## src/rtl/pag_pt_refill_if.sv

```systemverilog
// Memory-read and PT-write buses of the KI10 page-table refill sequencer.
// Defining PT_PARITY_EN widens PT data to 19 bits and the directory tag to 8 bits.
interface pag_pt_refill_if #(
    parameter int PA_W = 22
);
`ifdef PT_PARITY_EN
    localparam int PT_DW = 19;
    localparam int TAG_W = 8;
`else
    localparam int PT_DW = 18;
    localparam int TAG_W = 7;
`endif

    logic             mem_rd_req_h;
    logic [PA_W-1:0]  mem_adr_h;
    logic             mem_rd_ack_h;
    logic [35:0]      mem_data_h;
    logic             mem_par_err_h;

    logic             pt_wr_h;
    logic             pt_dir_wr_h;
    logic [8:0]       pt_wr_adr_h;
    logic [PT_DW-1:0] pt_wr_data_h;
    logic [TAG_W-1:0] pt_dir_tag_h;

    // The refill sequencer is the master of both buses.
    modport master (
        output mem_rd_req_h, mem_adr_h,
        input  mem_rd_ack_h, mem_data_h, mem_par_err_h,
        output pt_wr_h, pt_dir_wr_h, pt_wr_adr_h, pt_wr_data_h, pt_dir_tag_h
    );

    modport slave (
        input  mem_rd_req_h, mem_adr_h,
        output mem_rd_ack_h, mem_data_h, mem_par_err_h,
        input  pt_wr_h, pt_dir_wr_h, pt_wr_adr_h, pt_wr_data_h, pt_dir_tag_h
    );
endinterface

```

## src/rtl/pag_pt_refill.sv

```systemverilog
// KI10-mode page-table refill sequencer: fetches the page-map halfword on a PT miss and
// writes the PT entry and directory tag. Optional PT_PARITY_EN adds odd parity bits.
module pag_pt_refill #(
    parameter int PA_W    = 22,
    parameter int TIMEOUT = 255,
    parameter int RETRIES = 1
) (
    input  logic                   clk,
    input  logic                   crobar_l,
    input  logic                   refill_req_h,
    input  logic                   abort_h,
    input  logic                   vma_user_h,
    input  logic [4:0]             vma_13to17_h,
    input  logic [8:0]             vma_18to26_h,
    input  logic [12:0]            ubr_h,
    input  logic [12:0]            ebr_h,
    pag_pt_refill_if.master        bus,
    output logic                   busy_h,
    output logic                   refill_done_h,
    output logic                   page_fail_h,
    output logic [4:0]             pf_code_h
);
`ifdef PT_PARITY_EN
    localparam int PT_DW = 19;
    localparam int TAG_W = 8;
`else
    localparam int PT_DW = 18;
    localparam int TAG_W = 7;
`endif
    localparam int TO_W = (TIMEOUT > 1) ? $clog2(TIMEOUT + 1) : 1;
    localparam int RT_W = (RETRIES > 0) ? $clog2(RETRIES + 1) : 1;
    localparam logic [TO_W-1:0] TO_LAST = TO_W'(TIMEOUT - 1);
    localparam logic [RT_W-1:0] RT_MAX  = RT_W'(RETRIES);

    localparam logic [4:0] PF_NO_ACCESS = 5'o21;
    localparam logic [4:0] PF_PARITY    = 5'o25;
    localparam logic [4:0] PF_TIMEOUT   = 5'o27;

    typedef enum logic [2:0] {
        S_IDLE, S_REQ, S_WAIT, S_CHECK, S_WR_PT, S_WR_DIR, S_FAIL
    } state_e;

    state_e          r_state;
    logic [8:0]      r_vpn;
    logic            r_user;
    logic [4:0]      r_vma_hi;
    logic [17:0]     r_half;
    logic [TO_W-1:0] r_to_cnt;
    logic [RT_W-1:0] r_rt_cnt;

    logic [12:0]      w_base;
    logic [21:0]      w_map_adr;
    logic [17:0]      w_half;
    logic [6:0]       w_tag_raw;
    logic [PT_DW-1:0] w_pt_data;
    logic [TAG_W-1:0] w_dir_tag;

    // Map word address: two halfword entries per word, so the vpn is halved.
    assign w_base    = r_user ? ubr_h : ebr_h;
    assign w_map_adr = {w_base, 9'd0} + {14'd0, r_vpn[8:1]};
    assign w_half    = r_vpn[0] ? bus.mem_data_h[17:0] : bus.mem_data_h[35:18];
    assign w_tag_raw = {1'b1, r_user, r_vma_hi};

`ifdef PT_PARITY_EN
    assign w_pt_data = {~^r_half, r_half};
    assign w_dir_tag = {~^w_tag_raw, w_tag_raw};
`else
    assign w_pt_data = r_half;
    assign w_dir_tag = w_tag_raw;
`endif

    // NOTE: state and registered outputs use <= so every branch reads pre-edge values.
    always_ff @(posedge clk or negedge crobar_l) begin
        if (!crobar_l) begin
            r_state          <= S_IDLE;
            r_vpn            <= '0;
            r_user           <= 1'b0;
            r_vma_hi         <= '0;
            r_half           <= '0;
            r_to_cnt         <= '0;
            r_rt_cnt         <= '0;
            bus.mem_rd_req_h <= 1'b0;
            bus.mem_adr_h    <= '0;
            bus.pt_wr_h      <= 1'b0;
            bus.pt_dir_wr_h  <= 1'b0;
            bus.pt_wr_adr_h  <= '0;
            bus.pt_wr_data_h <= '0;
            bus.pt_dir_tag_h <= '0;
            busy_h           <= 1'b0;
            refill_done_h    <= 1'b0;
            page_fail_h      <= 1'b0;
            pf_code_h        <= '0;
        end else begin
            bus.pt_wr_h     <= 1'b0;
            bus.pt_dir_wr_h <= 1'b0;
            refill_done_h   <= 1'b0;
            page_fail_h     <= 1'b0;

            if (r_state != S_IDLE && abort_h) begin
                // Abort outranks a same-cycle ack; nothing further is written or signalled.
                r_state          <= S_IDLE;
                busy_h           <= 1'b0;
                bus.mem_rd_req_h <= 1'b0;
            end else begin
                case (r_state)
                    S_IDLE: begin
                        if (refill_req_h) begin
                            r_vpn    <= vma_18to26_h;
                            r_user   <= vma_user_h;
                            r_vma_hi <= vma_13to17_h;
                            r_to_cnt <= '0;
                            r_rt_cnt <= '0;
                            pf_code_h <= '0;
                            busy_h   <= 1'b1;
                            r_state  <= S_REQ;
                        end
                    end
                    S_REQ: begin
                        bus.mem_adr_h    <= PA_W'(w_map_adr);
                        bus.mem_rd_req_h <= 1'b1;
                        r_to_cnt         <= '0;
                        r_state          <= S_WAIT;
                    end
                    S_WAIT: begin
                        if (bus.mem_rd_ack_h) begin
                            bus.mem_rd_req_h <= 1'b0;
                            if (bus.mem_par_err_h) begin
                                if (r_rt_cnt < RT_MAX) begin
                                    r_rt_cnt <= r_rt_cnt + 1'b1;
                                    r_state  <= S_REQ;
                                end else begin
                                    page_fail_h <= 1'b1;
                                    pf_code_h   <= PF_PARITY;
                                    r_state     <= S_FAIL;
                                end
                            end else begin
                                r_half  <= w_half;
                                r_state <= S_CHECK;
                            end
                        end else if (r_to_cnt == TO_LAST) begin
                            bus.mem_rd_req_h <= 1'b0;
                            page_fail_h      <= 1'b1;
                            pf_code_h        <= PF_TIMEOUT;
                            r_state          <= S_FAIL;
                        end else begin
                            r_to_cnt <= r_to_cnt + 1'b1;
                        end
                    end
                    S_CHECK: begin
                        if (!r_half[17]) begin
                            page_fail_h <= 1'b1;
                            pf_code_h   <= PF_NO_ACCESS;
                            r_state     <= S_FAIL;
                        end else begin
                            bus.pt_wr_h      <= 1'b1;
                            bus.pt_wr_adr_h  <= r_vpn;
                            bus.pt_wr_data_h <= w_pt_data;
                            r_state          <= S_WR_PT;
                        end
                    end
                    S_WR_PT: begin
                        bus.pt_dir_wr_h  <= 1'b1;
                        bus.pt_dir_tag_h <= w_dir_tag;
                        refill_done_h    <= 1'b1;
                        r_state          <= S_WR_DIR;
                    end
                    S_WR_DIR, S_FAIL: begin
                        busy_h  <= 1'b0;
                        r_state <= S_IDLE;
                    end
                    default: begin
                        busy_h  <= 1'b0;
                        r_state <= S_IDLE;
                    end
                endcase
            end
        end
    end
endmodule

```

## src/flat_wrapper.sv

```systemverilog
// flat-port wrapper written by rule: the top's interface ports become plain ports
module pag_pt_refill_flat 
#(
    parameter int PA_W    = 22,
    parameter int TIMEOUT = 255,
    parameter int RETRIES = 1
)
  (clk, crobar_l, refill_req_h, abort_h, vma_user_h, vma_13to17_h, vma_18to26_h, ubr_h, ebr_h, busy_h, refill_done_h, page_fail_h, pf_code_h, bus_mem_rd_req_h, bus_mem_adr_h, bus_mem_rd_ack_h, bus_mem_data_h, bus_mem_par_err_h, bus_pt_wr_h, bus_pt_dir_wr_h, bus_pt_wr_adr_h, bus_pt_wr_data_h, bus_pt_dir_tag_h);
  pag_pt_refill_if #(.PA_W(PA_W)) bus_i ();
  input  logic clk;
  input  logic crobar_l;
  input  logic refill_req_h;
  input  logic abort_h;
  input  logic vma_user_h;
  input  logic [4:0] vma_13to17_h;
  input  logic [8:0] vma_18to26_h;
  input  logic [12:0] ubr_h;
  input  logic [12:0] ebr_h;
  output logic busy_h;
  output logic refill_done_h;
  output logic page_fail_h;
  output logic [4:0] pf_code_h;
  output wire logic [$bits(bus_i.mem_rd_req_h)-1:0] bus_mem_rd_req_h;
  output wire logic [$bits(bus_i.mem_adr_h)-1:0] bus_mem_adr_h;
  input wire logic [$bits(bus_i.mem_rd_ack_h)-1:0] bus_mem_rd_ack_h;
  input wire logic [$bits(bus_i.mem_data_h)-1:0] bus_mem_data_h;
  input wire logic [$bits(bus_i.mem_par_err_h)-1:0] bus_mem_par_err_h;
  output wire logic [$bits(bus_i.pt_wr_h)-1:0] bus_pt_wr_h;
  output wire logic [$bits(bus_i.pt_dir_wr_h)-1:0] bus_pt_dir_wr_h;
  output wire logic [$bits(bus_i.pt_wr_adr_h)-1:0] bus_pt_wr_adr_h;
  output wire logic [$bits(bus_i.pt_wr_data_h)-1:0] bus_pt_wr_data_h;
  output wire logic [$bits(bus_i.pt_dir_tag_h)-1:0] bus_pt_dir_tag_h;
  assign bus_mem_rd_req_h = bus_i.mem_rd_req_h;
  assign bus_mem_adr_h = bus_i.mem_adr_h;
  assign bus_i.mem_rd_ack_h = bus_mem_rd_ack_h;
  assign bus_i.mem_data_h = bus_mem_data_h;
  assign bus_i.mem_par_err_h = bus_mem_par_err_h;
  assign bus_pt_wr_h = bus_i.pt_wr_h;
  assign bus_pt_dir_wr_h = bus_i.pt_dir_wr_h;
  assign bus_pt_wr_adr_h = bus_i.pt_wr_adr_h;
  assign bus_pt_wr_data_h = bus_i.pt_wr_data_h;
  assign bus_pt_dir_tag_h = bus_i.pt_dir_tag_h;
  pag_pt_refill #(.PA_W(PA_W), .TIMEOUT(TIMEOUT), .RETRIES(RETRIES)) u_core (.clk(clk), .crobar_l(crobar_l), .refill_req_h(refill_req_h), .abort_h(abort_h), .vma_user_h(vma_user_h), .vma_13to17_h(vma_13to17_h), .vma_18to26_h(vma_18to26_h), .ubr_h(ubr_h), .ebr_h(ebr_h), .bus(bus_i), .busy_h(busy_h), .refill_done_h(refill_done_h), .page_fail_h(page_fail_h), .pf_code_h(pf_code_h));
endmodule
```

## config.mk

```make
export PLATFORM = sky130hd
export DESIGN_NAME = pag_pt_refill_flat
export DESIGN_NICKNAME = d
export VERILOG_FILES = /design/src/rtl/pag_pt_refill_if.sv /design/src/rtl/pag_pt_refill.sv /design/src/flat_wrapper.sv
export SDC_FILE = /design/constraint.sdc
export NUM_CORES = 1
export LEC_CHECK = 0
export ABC_AREA = 1
export CORE_MARGIN = 2
export CORE_UTILIZATION = 42
export DETAILED_ROUTE_END_ITERATION = 10
export PLACE_DENSITY = 0.73
export SKIP_CTS_REPAIR_TIMING = 1
export SLEW_MARGIN = 20
export SYNTH_ARGS = -nofsm -noshare
export SYNTH_HDL_FRONTEND = slang
export SYNTH_SLANG_ARGS = --single-unit
```

## constraint.sdc

```tcl
create_clock -name clk -period 1.55 [get_ports clk]
set_clock_uncertainty 0.1 [all_clocks]
set_input_delay 0.2325 -clock clk [delete_from_list [all_inputs] [get_ports clk]]
set_output_delay 0.2325 -clock clk [all_outputs]
set_load 0.01 [all_outputs]
```

# Word-level counts from Yosys, hierarchy flattened
# Cells that the tools add are included.
[word_totals]
regBits = 111
inputBits = 83
output_inout_bits = 67
elab_cells = 105
[classes]
n_addsub = 3
n_lt_le_gt_ge = 1
eq_ne = 18
mux = 45
bitwise_logic = 2
reduce_logical = 19
[ops]
columns = ["op", "n"]
rows = [
  ["two-way mux 5 bit", 6],
  ["two-way mux 8 bit", 3],
  ["case mux 8 bit (3 select lines)", 1],
  ["adder 22 x 8 -> 22 bit", 1],
  ["two-way mux 1 bit", 20],
  ["two-way mux 18 bit", 1],
  ["two-way mux 3 bit", 6],
  ["case mux 3 bit (5 select lines)", 1],
  ["case mux 5 bit (3 select lines)", 1],
  ["two-way mux 13 bit", 1],
  ["inequality test 2 bit (second input constant)", 6],
  ["nonzero test 3 bit", 4],
  ["AND reduction 2 bit", 5],
  ["adder 8 x 1 -> 8 bit (second input constant)", 1],
  ["== test 8 bit (second input constant)", 1],
  ["case mux 1 bit (2 select lines)", 4],
  ["AND reduction 7 bit", 1],
  ["== test 3 x 2 -> 1 bit (second input constant)", 2],
  ["inequality test 3 x 2 -> 1 bit (second input constant)", 2],
  ["inequality test 3 bit (second input constant)", 2],
  ["AND reduction 3 bit", 2],
  ["AND reduction 6 bit", 1],
  ["AND reduction 5 bit", 1],
  ["inequality test 2 x 1 -> 1 bit (second input constant)", 2],
  ["other kinds (12)", 13],
]

# Depth between registers and ports, before layout
# Gate-level depths: netlist of the first run.
[depth]
ltp_word = 6
ltp_mapped = 10
depth_no_buf = 10

# Least setup slack after synthesis of the first run
# Ideal clock, no wire load.
[synth_path]
kind = "register to register"
startpoint = "register u_core.r_to_cnt[0]"
endpoint = "register u_core.pf_code_h[0]"
setup_ns = 0.118
arrival_ns = 1.294
required_time_ns = 1.332
setup_slack_ns = 0.039
path_stages_with_launch = 10
path_buffers = 0
synth_period_minus_slack_ns = 1.511
path_cell_list = "dfrtp_1 inv_1 ha_1 nand2_1 nor2_1 nand2_1 a21oi_1 nand2_1 nand2_1 nand2_1"
[synth_between]
elab_chain_cells = 3
[synth_rtl]
columns = ["item", "line_no", "source"]
rows = [
  ["start: declaration", "pag_pt_refill.sv:48", "logic [TO_W-1:0] r_to_cnt;"],
  ["start signal: assignment", "pag_pt_refill.sv:146", "r_to_cnt <= r_to_cnt + 1'b1;"],
  ["== test 8 bit", "pag_pt_refill.sv:140", "end else if (r_to_cnt == TO_LAST) begin"],
  ["inequality test 3 x 2 -> 1 bit (no line)", "--", ""],
  ["AND reduction 7 bit (no line)", "--", ""],
  ["end signal: assignment", "pag_pt_refill.sv:133", "pf_code_h <= PF_PARITY;"],
  ["end signal: assignment", "pag_pt_refill.sv:143", "pf_code_h <= PF_TIMEOUT;"],
  ["end signal: assignment", "pag_pt_refill.sv:152", "pf_code_h <= PF_NO_ACCESS;"],
  ["end: declaration", "pag_pt_refill.sv:21", "output logic [4:0] pf_code_h"],
]
# No other way between the ends.
# A chain may end at the register's enable or synchronous reset.

# Worst setup path in the final report of the first run
[layout_path]
startpoint = "register u_core.r_state[2]"
endpoint = "register u_core.bus.pt_wr_adr_h[5]"
[layout_between]
elab_chain_cells = 4
word_cells_on_any_way = 5
cone_classes = "eq/ne (1); bitwise (1); reduce/logical (3)"
[layout_rtl]
columns = ["item", "line_no", "source"]
rows = [
  ["start: declaration", "pag_pt_refill.sv:43", "state_e r_state;"],
  ["start signal: assignment", "pag_pt_refill.sv:75", "r_state <= S_IDLE;"],
  ["start signal: assignment", "pag_pt_refill.sv:101", "r_state <= S_IDLE;"],
  ["start signal: assignment", "pag_pt_refill.sv:115", "r_state <= S_REQ;"],
  ["nonzero test 3 bit", "pag_pt_refill.sv:99", "if (r_state != S_IDLE && abort_h) begin"],
  ["logical AND 1 bit", "pag_pt_refill.sv:99", ""],
  ["inverter 1 bit (no line)", "--", ""],
  ["AND reduction 3 bit (no line) *", "--", ""],
  ["end signal: assignment", "pag_pt_refill.sv:156", "bus.pt_wr_adr_h <= r_vpn;"],
  ["end: declaration", "pag_pt_refill_if.sv:30", "output pt_wr_h, pt_dir_wr_h, pt_wr_adr_h, pt_wr_data_h, pt_dir_tag_h"],
]
# Every way passes the cells marked *; elsewhere a longest branch is shown, timed or not.

==> key figures, run 1 <==
Timing
  – Final worst setup slack: -0.0104 ns
  – Tmin final: about 1.6 ns
  – Slew Viols, Final: 0
  – Setup-failing EPs final: 3
  – Endpoints failing hold: 0
  – Max Clock Freq: around 640 MHz
  – RSZ-0062 raised after global routing: yes
  – Fin crit share: 101%

Drt
  – Drt pass-1 iters: 4
  – Initial drt markers: about 160
  – Wire per inst: 15.4 um
  – Drt total wl: about 13000 um
  – Antenna Nets Post-Route: 0
  – Remaining DRCs: 0
  – Via count: ~4300
  – Via-to-Cell Ratio: ~5.0

Worst setup path
  – Crit path required time: 1.70 ns
  – Critical path class: reg2reg
  – Worst Setup SP: u_core.r_state[2]
  – Crit-path max FO: 6
  – Crit path DAT: 1.71 ns
  – Cell depth of the worst flop-to-flop path: 6
  – Worst Setup Start Kind: flop
  – Reg2Reg Capture Point: u_core.bus.pt_wr_adr_h[5]
  – Worst reg2reg path startpoint: u_core.r_state[2]
  – CP endpoint kind: flop
  – Reg-to-reg setup timing slack: -0.01 ns

Floorplanning
  – I/O pin cnt: 150
  – Die area: approximately 12000 um2
  – Die Span X: ~110 um
  – Rows: 38
  – Die height: 110 um
  – Initial core utilization: between 40% and 50%
  – Core region area: about 11000 um2

Clock tree
  – Clock latency on the worst-skew pair: about 0.36 ns
  – Cts bufs inserted: 9
  – Worst-path clk slew: 0.10 ns
  – Clock Tree Buf Depth: 2
  – Sink Count: roughly 110
  – CTS tree: done
  – Root buffer cell: clkbuf_8
  – H-tree depth: 3

GRT
  – Vias in the first global route: about 3900
  – Antenna violations before repair: 0
  – Largest net degree at the start of global routing: 52
  – Gr ovfl total: 0
  – Global-route usage over all layers: 19.5%
  – First-pass GRT wire length: roughly 18000 um

Cells and area
  – Commonest non-fill, non-tap cell in the layout: nand2_1
  – Area Overhead vs Synth: 61.5%
  – Layout Cells excl Fill: 861
  – Layout cells sized above 1: 23.0%
  – Commonest cells after routing, fill and taps aside: nand2_1 (136), dfrtp_1 (105), clkdlybuf4s50_1 (81)
  – Final Core Density: around 70%
  – Final nets: 801
  – Diode count: 0

Yosys
  – Register area share after synthesis: between 50 and 60%
  – Flops & latches, synth: about 110
  – Synth async-reset ratio: between 90% and 100%
  – Yosys Warn Count: 0
  – EDFF count, synth: 0
  – Mapped cell area: about 4700 um2
  – Synth Flop Type: dfrtp_1
  – Avg Inst Size Synth: about 9 um2
  – Synth cell types: 32
  – Syn Inst Count: 524

Power
  – Switch share: between 30% and 40%
  – Worst VDD drop: about 0.84 mV
  – Pint: 7.98 mW
  – Seq pwr share: a little under two fifths
  – Clock power share: 15.1%
  – P_sw: 4.83 mW
  – PD cells: ~1700 nW/um2
  – Leak Pwr: 4.25 nW
  – Comb power frac: roughly 48%

Run
  – Max cap viols: 0

Status
  – Violated checks: setup timing
  – Status: finished with violations

Place
  – RePlAce Congestion: 0.852
  – Port bufs: roughly 150
  – Dpl ws: -0.252 ns
  – Cell total after placement: between 800 and 900
  – DP Wirelength: 8350 um

Min path
  – Worst hold-check path type: in2async
-- Yosys cell counts, drive strengths merged (2+ instances only) --
| cell | number | share of area (%) |
|---|---|---|
| nand3 | 12 | 1.7 |
| ha | 2 | 0.53 |
| buf | 12 | 1.5 |
| or2 | 2 | 0.27 |
| o31ai | 13 | 2.1 |
| nand2 | 169 | 14 |
| nor2 | 48 | 4.1 |
| clkbuf | 10 | 0.83 |
| dfrtp | 108 | 58 |
| a21oi | 4 | 0.43 |
| mux2 | 18 | 4.3 |
| xor2 | 2 | 0.37 |
| o21ai | 68 | 7.3 |
| inv | 46 | 3.7 |
-- registers in the layout (all words and copies together), names as in the netlist --
register                 cells
u_core.pf_code_h             3
u_core.bus.pt_wr_adr_h       9
u_core.r_rt_cnt              1
u_core.r_half               18
u_core.r_state               3
u_core.bus.pt_dir_tag_h      7
u_core.busy_h                1
u_core.r_vma_hi              5
u_core.r_vpn                 9
u_core.refill_done_h         1
u_core.bus.pt_wr_data_h     18
u_core.r_to_cnt              8
u_core.bus.pt_wr_h           1
u_core.bus.mem_rd_req_h      1
u_core.page_fail_h           1
u_core.r_user                1
u_core.bus.mem_adr_h        21
-- through the flow --
step                power (mW)  area (um2)  setup TNS (ns)  hold slack [ns]
floorplan                 7.23        4690               0           -0.163
global placement          9.94        6550           -5.05           0.0348
detailed placement        10.1        6550           -7.66           0.0350
CTS                       12.1        6780           -6.49           -0.373
global route              13.7        7560           -2.34            0.185
finish                    12.8        7560         -0.0151            0.187
-- metal layers --
| metal | global-route usage (%) | vias up | wire length (um) |
|---|---|---|---|
| met5 | 0 | - | 0 |
| met4 | 5.15 | 0 | 124 |
| met3 | 6.52 | 11 | 1100 |
| met2 | 31.7 | 154 | 6680 |
| met1 | 25.1 | 2053 | 5330 |
| li1 | - | 2051 | - |
-- worst max-delay path, stage by stage (launching register included) --
cell	delay [ns]
dfrtp_2	0.45
buf_4	0.16
nor2_4	0.21
nand3_4	0.19
clkbuf_16	0.22
nand2_2	0.07
o21ai_2	0.05
-- final cells by class --
class | instances | area, um2
Fill cell | 827 | 3280
Tap cell | 140 | 175
Clock inverter | 7 | 105
Timing Repair Buffer | 201 | 2280
Inverter | 47 | 179
Clock buffer | 9 | 124
Multi-Input combinational cell | 349 | 1990
Sequential cell | 108 | 2710
-- how the worst max path moves through the flow --
stage | to | cells past startpoint
after detailed placement | u_core.pf_code_h[1] | 8
final | u_core.bus.pt_wr_adr_h[5] | 6
after floorplan | u_core.pf_code_h[0] | 9
after CTS | busy_h | 1
after global placement | u_core.r_half[3] | 5
after global routing | u_core.pf_code_h[2] | 10
-- kinds of logic (layout without fill, tap and decap cells) --
family / count (synthesis) / after routing / synth area share, %
simple gates: 236 / 237 / 20.6
flops: 108 / 108 / 57.7
compound gates: 87 / 87 / 10.0
buf+inv: 69 / 264 / 6.14
mux: 18 / 18 / 4.33
xor+xnor: 3 / 3 / 0.561
fa+ha+maj: 2 / 2 / 0.534
other cells: 1 / 2 / 0.0801
-- power by group through the flow --
stage / logic (mW) / registers (mW) / clock network [mW]
after floorplan: 2.28 / 4.95 / 0
after CTS: 5.42 / 4.65 / 1.99
final: 6.17 / 4.70 / 1.93
after global routing: 6.76 / 4.84 / 2.09
after global placement: 5.29 / 4.65 / 0
after detailed placement: 5.40 / 4.69 / 0
Power figures use the tool's default switching activity.
==> run 2, diff against run 1 <==
--- a/config.mk
+++ b/config.mk
@@ -6,7 +6,7 @@
 export NUM_CORES = 1
 export LEC_CHECK = 0
 export ABC_AREA = 1
-export CORE_MARGIN = 2
+export CORE_MARGIN = 4
 export CORE_UTILIZATION = 42
 export DETAILED_ROUTE_END_ITERATION = 10
 export PLACE_DENSITY = 0.73
==> key figures, run 2 (synthesis results as in run 1) <==
Status
  – Status: finished with violations
  – Violated checks: setup timing

Worst setup path
  – Crit path required time: 1.74 ns (+0.04 ns)
  – Reg2Reg Capture Point: u_core.r_half[0]
  – CP endpoint kind: flop
  – Critical path class: reg2reg
  – Worst Setup Start Kind: flop
  – Crit-path max FO: 9 (+3)
  – Reg-to-reg setup timing slack: -0.1 ns (-0.09 ns)
  – Worst reg2reg path startpoint: u_core.r_state[2]
  – Cell depth of the worst flop-to-flop path: 7 (+1)
  – Crit path DAT: 1.84 ns (+0.13 ns)

Timing
  – Tmin final: 1.65 ns (+0.0871 ns)
  – Endpoints failing hold: 0 (unchanged)
  – Setup-failing EPs final: 23 (+20)
  – Max Clock Freq: 607 MHz (-5.3%)
  – Slew Viols, Final: 0 (unchanged)
  – Final worst setup slack: -0.0975 ns (-0.0871 ns)
  – Fin crit share: 106% (+5.6 points)
  – RSZ-0062 raised after global routing: yes

Clock tree
  – Sink Count: 108 (unchanged)
  – CTS tree: done
  – Cts bufs inserted: 9 (unchanged)
  – Clock latency on the worst-skew pair: 0.37 ns (about the same)
  – H-tree depth: 3 (unchanged)
  – Clock Tree Buf Depth: 2 (unchanged)
  – Worst-path clk slew: 0.11 ns (about the same)
  – Root buffer cell: clkbuf_8

Power
  – PD cells: 1660 nW/um2 (-1.8%)
  – Worst VDD drop: 0.677 mV (-20%)
  – Leak Pwr: 4.16 nW (-2.1%)
  – Pwr Total: 12.1 mW (-5.7%)

GRT
  – Largest net degree at the start of global routing: 55 (+5.8%)
  – Antenna violations before repair: 0 (unchanged)
  – Global-route usage over all layers: 18.6% (-0.93 points)
  – Vias in the first global route: 4093 (+6.3%)
  – Gr ovfl total: 0 (unchanged)
  – First-pass GRT wire length: 19600 um (+7.6%)

Cells and area
  – Layout Cells excl Fill: 851 (-1.2%)
  – Final nets: 791 (-1.2%)
  – Layout cells sized above 1: 18.7% (-4.3 points)
  – Final Core Density: 66.7% (-3.1 points)
  – Commonest non-fill, non-tap cell in the layout: nand2_1
  – Commonest cells after routing, fill and taps aside: nand2_1 (151), dfrtp_1 (106), clkdlybuf4s50_1 (81)
  – Flip-flop count of the largest register after layout: 21 (unchanged)
  – Largest reg by FF count: u_core.bus.mem_adr_h
  – Diode count: 0 (unchanged)
  – Top flop regs: u_core.bus.mem_adr_h (21), u_core.bus.pt_wr_data_h (18), u_core.r_half (18)
  – Area Overhead vs Synth: 55.1%

Floorplanning
  – Die area: 12900 um2 (+7.4%)
  – Core region area: 10900 um2 (+0.44%)
  – Rows: 38 (unchanged)
  – Die height: 114 um (+3.6%)
  – Initial core utilization: 43.0% (-0.19 points)
  – I/O pin cnt: 150 (unchanged)
  – Die Span X: 114 um (+3.6%)

Place
  – Cell total after placement: 820 (-0.24%)
  – Port bufs: 147 (unchanged)
  – RePlAce Congestion: 0.911 (+6.9%)
  – DP Wirelength: 8530 um (+2.2%)

Drt
  – Via-to-Cell Ratio: 4.94 (-0.46%)
  – Via count: 4200 (-1.6%)
  – Initial drt markers: 144 (-11%)
  – Drt pass-1 iters: 4 (unchanged)
  – Wire per inst: 14.8 um (-3.4%)
  – Drt total wl: 12600 um (-4.6%)
  – Antenna Nets Post-Route: 0 (unchanged)
  – Remaining DRCs: 0 (unchanged)

Min path
  – Hold_sp: vma_13to17_h[0]
  – Hold-critical path depth: 3
  – Worst hold-check path type: in2reg
  – Worst Hold Path EP: u_core.r_vma_hi[0]

Run
  – Max cap viols: 0 (unchanged)
## run 2: final cells by class
class / instances / area (um2)
clock buffer: 9 / 124
clock inverter: 7 / 73.8
fill: 848 / 3620
inverter: 47 / 176
multi-input combinational: 348 / 1880
sequential: 108 / 2710
tap: 140 / 175
timing repair buffer: 192 / 2130
## run 2: stage by stage
stage          hold slack [ns]  worst slack (ns)  area, um2  setup TNS (ns)
2_1_floorplan           -0.163            0.0386       4690               0
5_1_grt                  0.282            -0.158       7260           -3.95
3_5_place_dp             0.164            -0.262       6530          -11.43
3_3_place_gp             0.157            -0.159       6530           -8.63
4_1_cts                 -0.239            -0.151       6730           -5.85
6_report                 0.285           -0.0975       7260           -1.29
## run 2: worst max path at each step
stage	startpoint	end	cells past startpoint	slack [ns]
floorplan	u_core.r_to_cnt[0]	u_core.pf_code_h[0]	9	0.04
global placement	abort_h	u_core.pf_code_h[0]	7	-0.16
detailed placement	bus_mem_par_err_h	u_core.pf_code_h[2]	8	-0.26
CTS	u_core.r_to_cnt[0]	u_core.pf_code_h[2]	9	-0.15
global route	u_core.r_state[2]	u_core.pf_code_h[2]	9	-0.16
finish	u_core.r_state[2]	u_core.r_half[0]	7	-0.1
## run 2: worst max-delay path, cell delays in order, from the launching register on
cell and delay (ns):
dfrtp_1 0.44, inv_2 0.14, nand3_4 0.12, nor4_4 0.27, buf_6 0.21, clkbuf_16 0.18, nand2_1 0.05, o21ai_0 0.07
## run 2: routing by layer
metal	share of wire, %	GRT usage, %	up-vias
met2	48	29.1	169
met5	0	0	-
met3	9.0	6.63	19
met1	42	24.1	1985
li1	-	-	2027
met4	1.8	6.25	0
## run 2: where the power goes
group          switching, mW  internal [mW]
combinational           2.93           2.77
sequential             0.603           4.03
clock                  0.983          0.760
total                   4.52           7.56
==> run 3, diff against run 2 <==
--- a/config.mk
+++ b/config.mk
@@ -7,9 +7,11 @@
 export LEC_CHECK = 0
 export ABC_AREA = 1
 export CORE_MARGIN = 4
-export CORE_UTILIZATION = 42
+export CORE_UTILIZATION = 48
+export CTS_BUF_LIST = sky130_fd_sc_hd__clkbuf_8
 export DETAILED_ROUTE_END_ITERATION = 10
-export PLACE_DENSITY = 0.73
+export GPL_ROUTABILITY_DRIVEN = 0
+export PLACE_DENSITY = 0.79
 export SKIP_CTS_REPAIR_TIMING = 1
 export SLEW_MARGIN = 20
 export SYNTH_ARGS = -nofsm -noshare
==> constraint.sdc (replaced) <==
create_clock -name clk -period 1.85 [get_ports clk]
set_clock_uncertainty 0.1 [all_clocks]
set_input_delay 0.2775 -clock clk [delete_from_list [all_inputs] [get_ports clk]]
set_output_delay 0.2775 -clock clk [all_outputs]
set_load 0.01 [all_outputs]
==> key figures, run 3 (synthesis results as in run 1) <==
Status
  – Status: finished, final reports clean

Worst setup path
  – Worst reg2reg path startpoint: u_core.r_state[0]
  – Critical path class: reg2reg
  – CP endpoint kind: flop
  – Worst Setup Start Kind: flop
  – Crit path DAT: 1.85 ns (about the same)
  – Cell depth of the worst flop-to-flop path: 8 (+1)
  – Crit path required time: 2.00 ns (+0.26 ns)
  – Reg-to-reg setup timing slack: 0.15 ns (+0.24 ns)
  – Crit-path max FO: 8 (-1)
  – Reg2Reg Capture Point: u_core.r_to_cnt[2]

GRT
  – Global-route usage over all layers: 20.3% (+1.7 points)
  – Antenna violations before repair: 0 (unchanged)
  – First-pass GRT wire length: 18700 um (-4.8%)
  – Largest net degree at the start of global routing: 44 (-20%)
  – Gr ovfl total: 0 (unchanged)
  – Vias in the first global route: 3936 (-3.8%)

Timing
  – Max-slew headroom: between 60% and 70%
  – Setup-failing EPs final: 0 (-100%)
  – WHS: 0.298 ns (+0.0130 ns)
  – Tmin final: 1.70 ns (+0.0569 ns)
  – Endpoints failing hold: 0 (unchanged)
  – Slew Viols, Final: 0 (unchanged)
  – Fin crit share: 92.1% (-14 points)
  – Slew @ Worst Pin: between 0.5 and 0.6 ns
  – Setup_tns: 0 ns (+1.29 ns)
  – RSZ-0062 raised after global routing: no
  – Max Clock Freq: 587 MHz (-3.3%)
  – Final worst setup slack: 0.146 ns (+0.243 ns)

Floorplanning
  – Die area: 11400 um2 (-12%)
  – Rows: 35 (-7.9%)
  – Initial core utilization: 50.0% (+7.0 points)
  – I/O pin cnt: 150 (unchanged)
  – Die Span X: 107 um (-6.0%)
  – Die height: 107 um (-6.0%)
  – Core region area: 9370 um2 (-14%)

Cells and area
  – Commonest non-fill, non-tap cell in the layout: nand2_1
  – Commonest cells after routing, fill and taps aside: nand2_1 (167), clkdlybuf4s50_1 (146), dfrtp_1 (107)
  – Area of the multi-input gates: 1710 um2 (-9.0%)
  – Area Overhead vs Synth: 41.5%
  – Flip-flop count of the largest register after layout: 21 (unchanged)
  – Top flop regs: u_core.bus.mem_adr_h (21), u_core.bus.pt_wr_data_h (18), u_core.r_half (18)
  – Layout cells sized above 1: 9.53% (-9.2 points)
  – Final Core Density: 70.7% (+4.0 points)
  – Diode count: 0 (unchanged)
  – Layout Cells excl Fill: 811 (-4.7%)
  – Area taken by flip-flops and latches: 2700 um2 (about the same)
  – Largest reg by FF count: u_core.bus.mem_adr_h
  – Final nets: 763 (-3.5%)
  – Fill cells: 750 (-12%)

Drt
  – Remaining DRCs: 0 (unchanged)
  – Antenna Nets Post-Route: 0 (unchanged)
  – Initial drt markers: 194 (+35%)
  – Via count: 4001 (-4.7%)
  – Drt total wl: 11300 um (-11%)
  – Wire per inst: 13.9 um (-6.1%)
  – Drt pass-1 iters: 4 (unchanged)
  – Via-to-Cell Ratio: 4.93 (about the same)

Clock tree
  – Sink Count: 108 (unchanged)
  – Worst-path clk slew: 0.11 ns (about the same)
  – CTS tree: done
  – Root buffer cell: clkbuf_8
  – Clock latency on the worst-skew pair: 0.36 ns (about the same)
  – Clock Tree Buf Depth: 2 (unchanged)
  – H-tree depth: 3 (unchanged)
  – Cts bufs inserted: 9 (unchanged)

Min path
  – Worst hold-check path type: in2async

Power
  – Leak Pwr: 3.09 nW (-26%)
  – PD cells: 1470 nW/um2 (-11%)
  – Worst VDD drop: 0.749 mV (+11%)

Place
  – DP Wirelength: 8520 um (about the same)
  – Dpl ws: 0.0549 ns (+0.317 ns)
  – Port bufs: 147 (unchanged)
  – Cell total after placement: 795 (-3.0%)

Run
  – Max cap viols: 0 (unchanged)
## run 3: cell types whose count changed in the layout (fill, tap and decap cells not counted), moves of 5 or more
cell,previous run,this run
nand2_2,14,2
dlymetal6s2s_1,65,0
inv_2,6,1
o21ai_0,46,54
nand2_1,151,167
o21ai_2,6,0
clkdlybuf4s50_1,81,146
buf_4,31,13
## run 3: worst max path at each step
stage                             startpoint                   to  slack [ns]  cells after the start
final                      u_core.r_state[0]   u_core.r_to_cnt[2]        0.15                      8
after floorplan           u_core.r_to_cnt[0]  u_core.pf_code_h[0]        0.34                      9
after detailed placement   bus_mem_par_err_h  u_core.pf_code_h[2]        0.05                      8
after global routing      u_core.r_to_cnt[0]  u_core.pf_code_h[1]       0.003                      9
after global placement               abort_h     u_core.r_half[9]        0.11                      6
after CTS                  u_core.r_state[0]   u_core.r_to_cnt[4]        0.06                      7
## run 3: cell type report
type | count | area share [%]
Sequential cell | 108 | 40.8
Multi-Input combinational cell | 348 | 25.9
Timing Repair Buffer | 164 | 24.9
Inverter | 47 | 2.66
Tap cell | 129 | 2.44
Clock buffer | 9 | 1.87
Clock inverter | 6 | 1.45
## run 3: per-stage QoR
stage / instance area, um2 / power [mW]
2_1_floorplan: 4690 / 6.05
3_3_place_gp: 6380 / 8.05
3_5_place_dp: 6380 / 8.21
4_1_cts: 6600 / 9.81
5_1_grt: 6630 / 10.5
6_report: 6630 / 9.77
## run 3: worst max-delay path, cell delays in order, from the launching register on
cell	delay (ns)
dfrtp_2	0.48
nor2_4	0.17
nand2_1	0.11
nand2_2	0.16
nand3_1	0.18
inv_1	0.13
nand2_2	0.12
nand2_1	0.09
nand2_1	0.05
## run 3: power by group
group / leakage (nW) / switching (mW) / total, mW / internal, mW
Sequential: 1.35 / 0.530 / 3.90 / 3.37
Clock: 0.108 / 0.808 / 1.58 / 0.772
Combinational: 1.63 / 2.20 / 4.28 / 2.09
## run 3: layer usage
layer	routed length, um	vias up	track usage, %	share of wire, %
li1	-	1969	-	-
met3	1010	18	6.20	8.9
met5	0	-	0	0
met1	4790	1876	25.2	42
met4	176	0	6.39	1.6
met2	5330	138	33.9	47
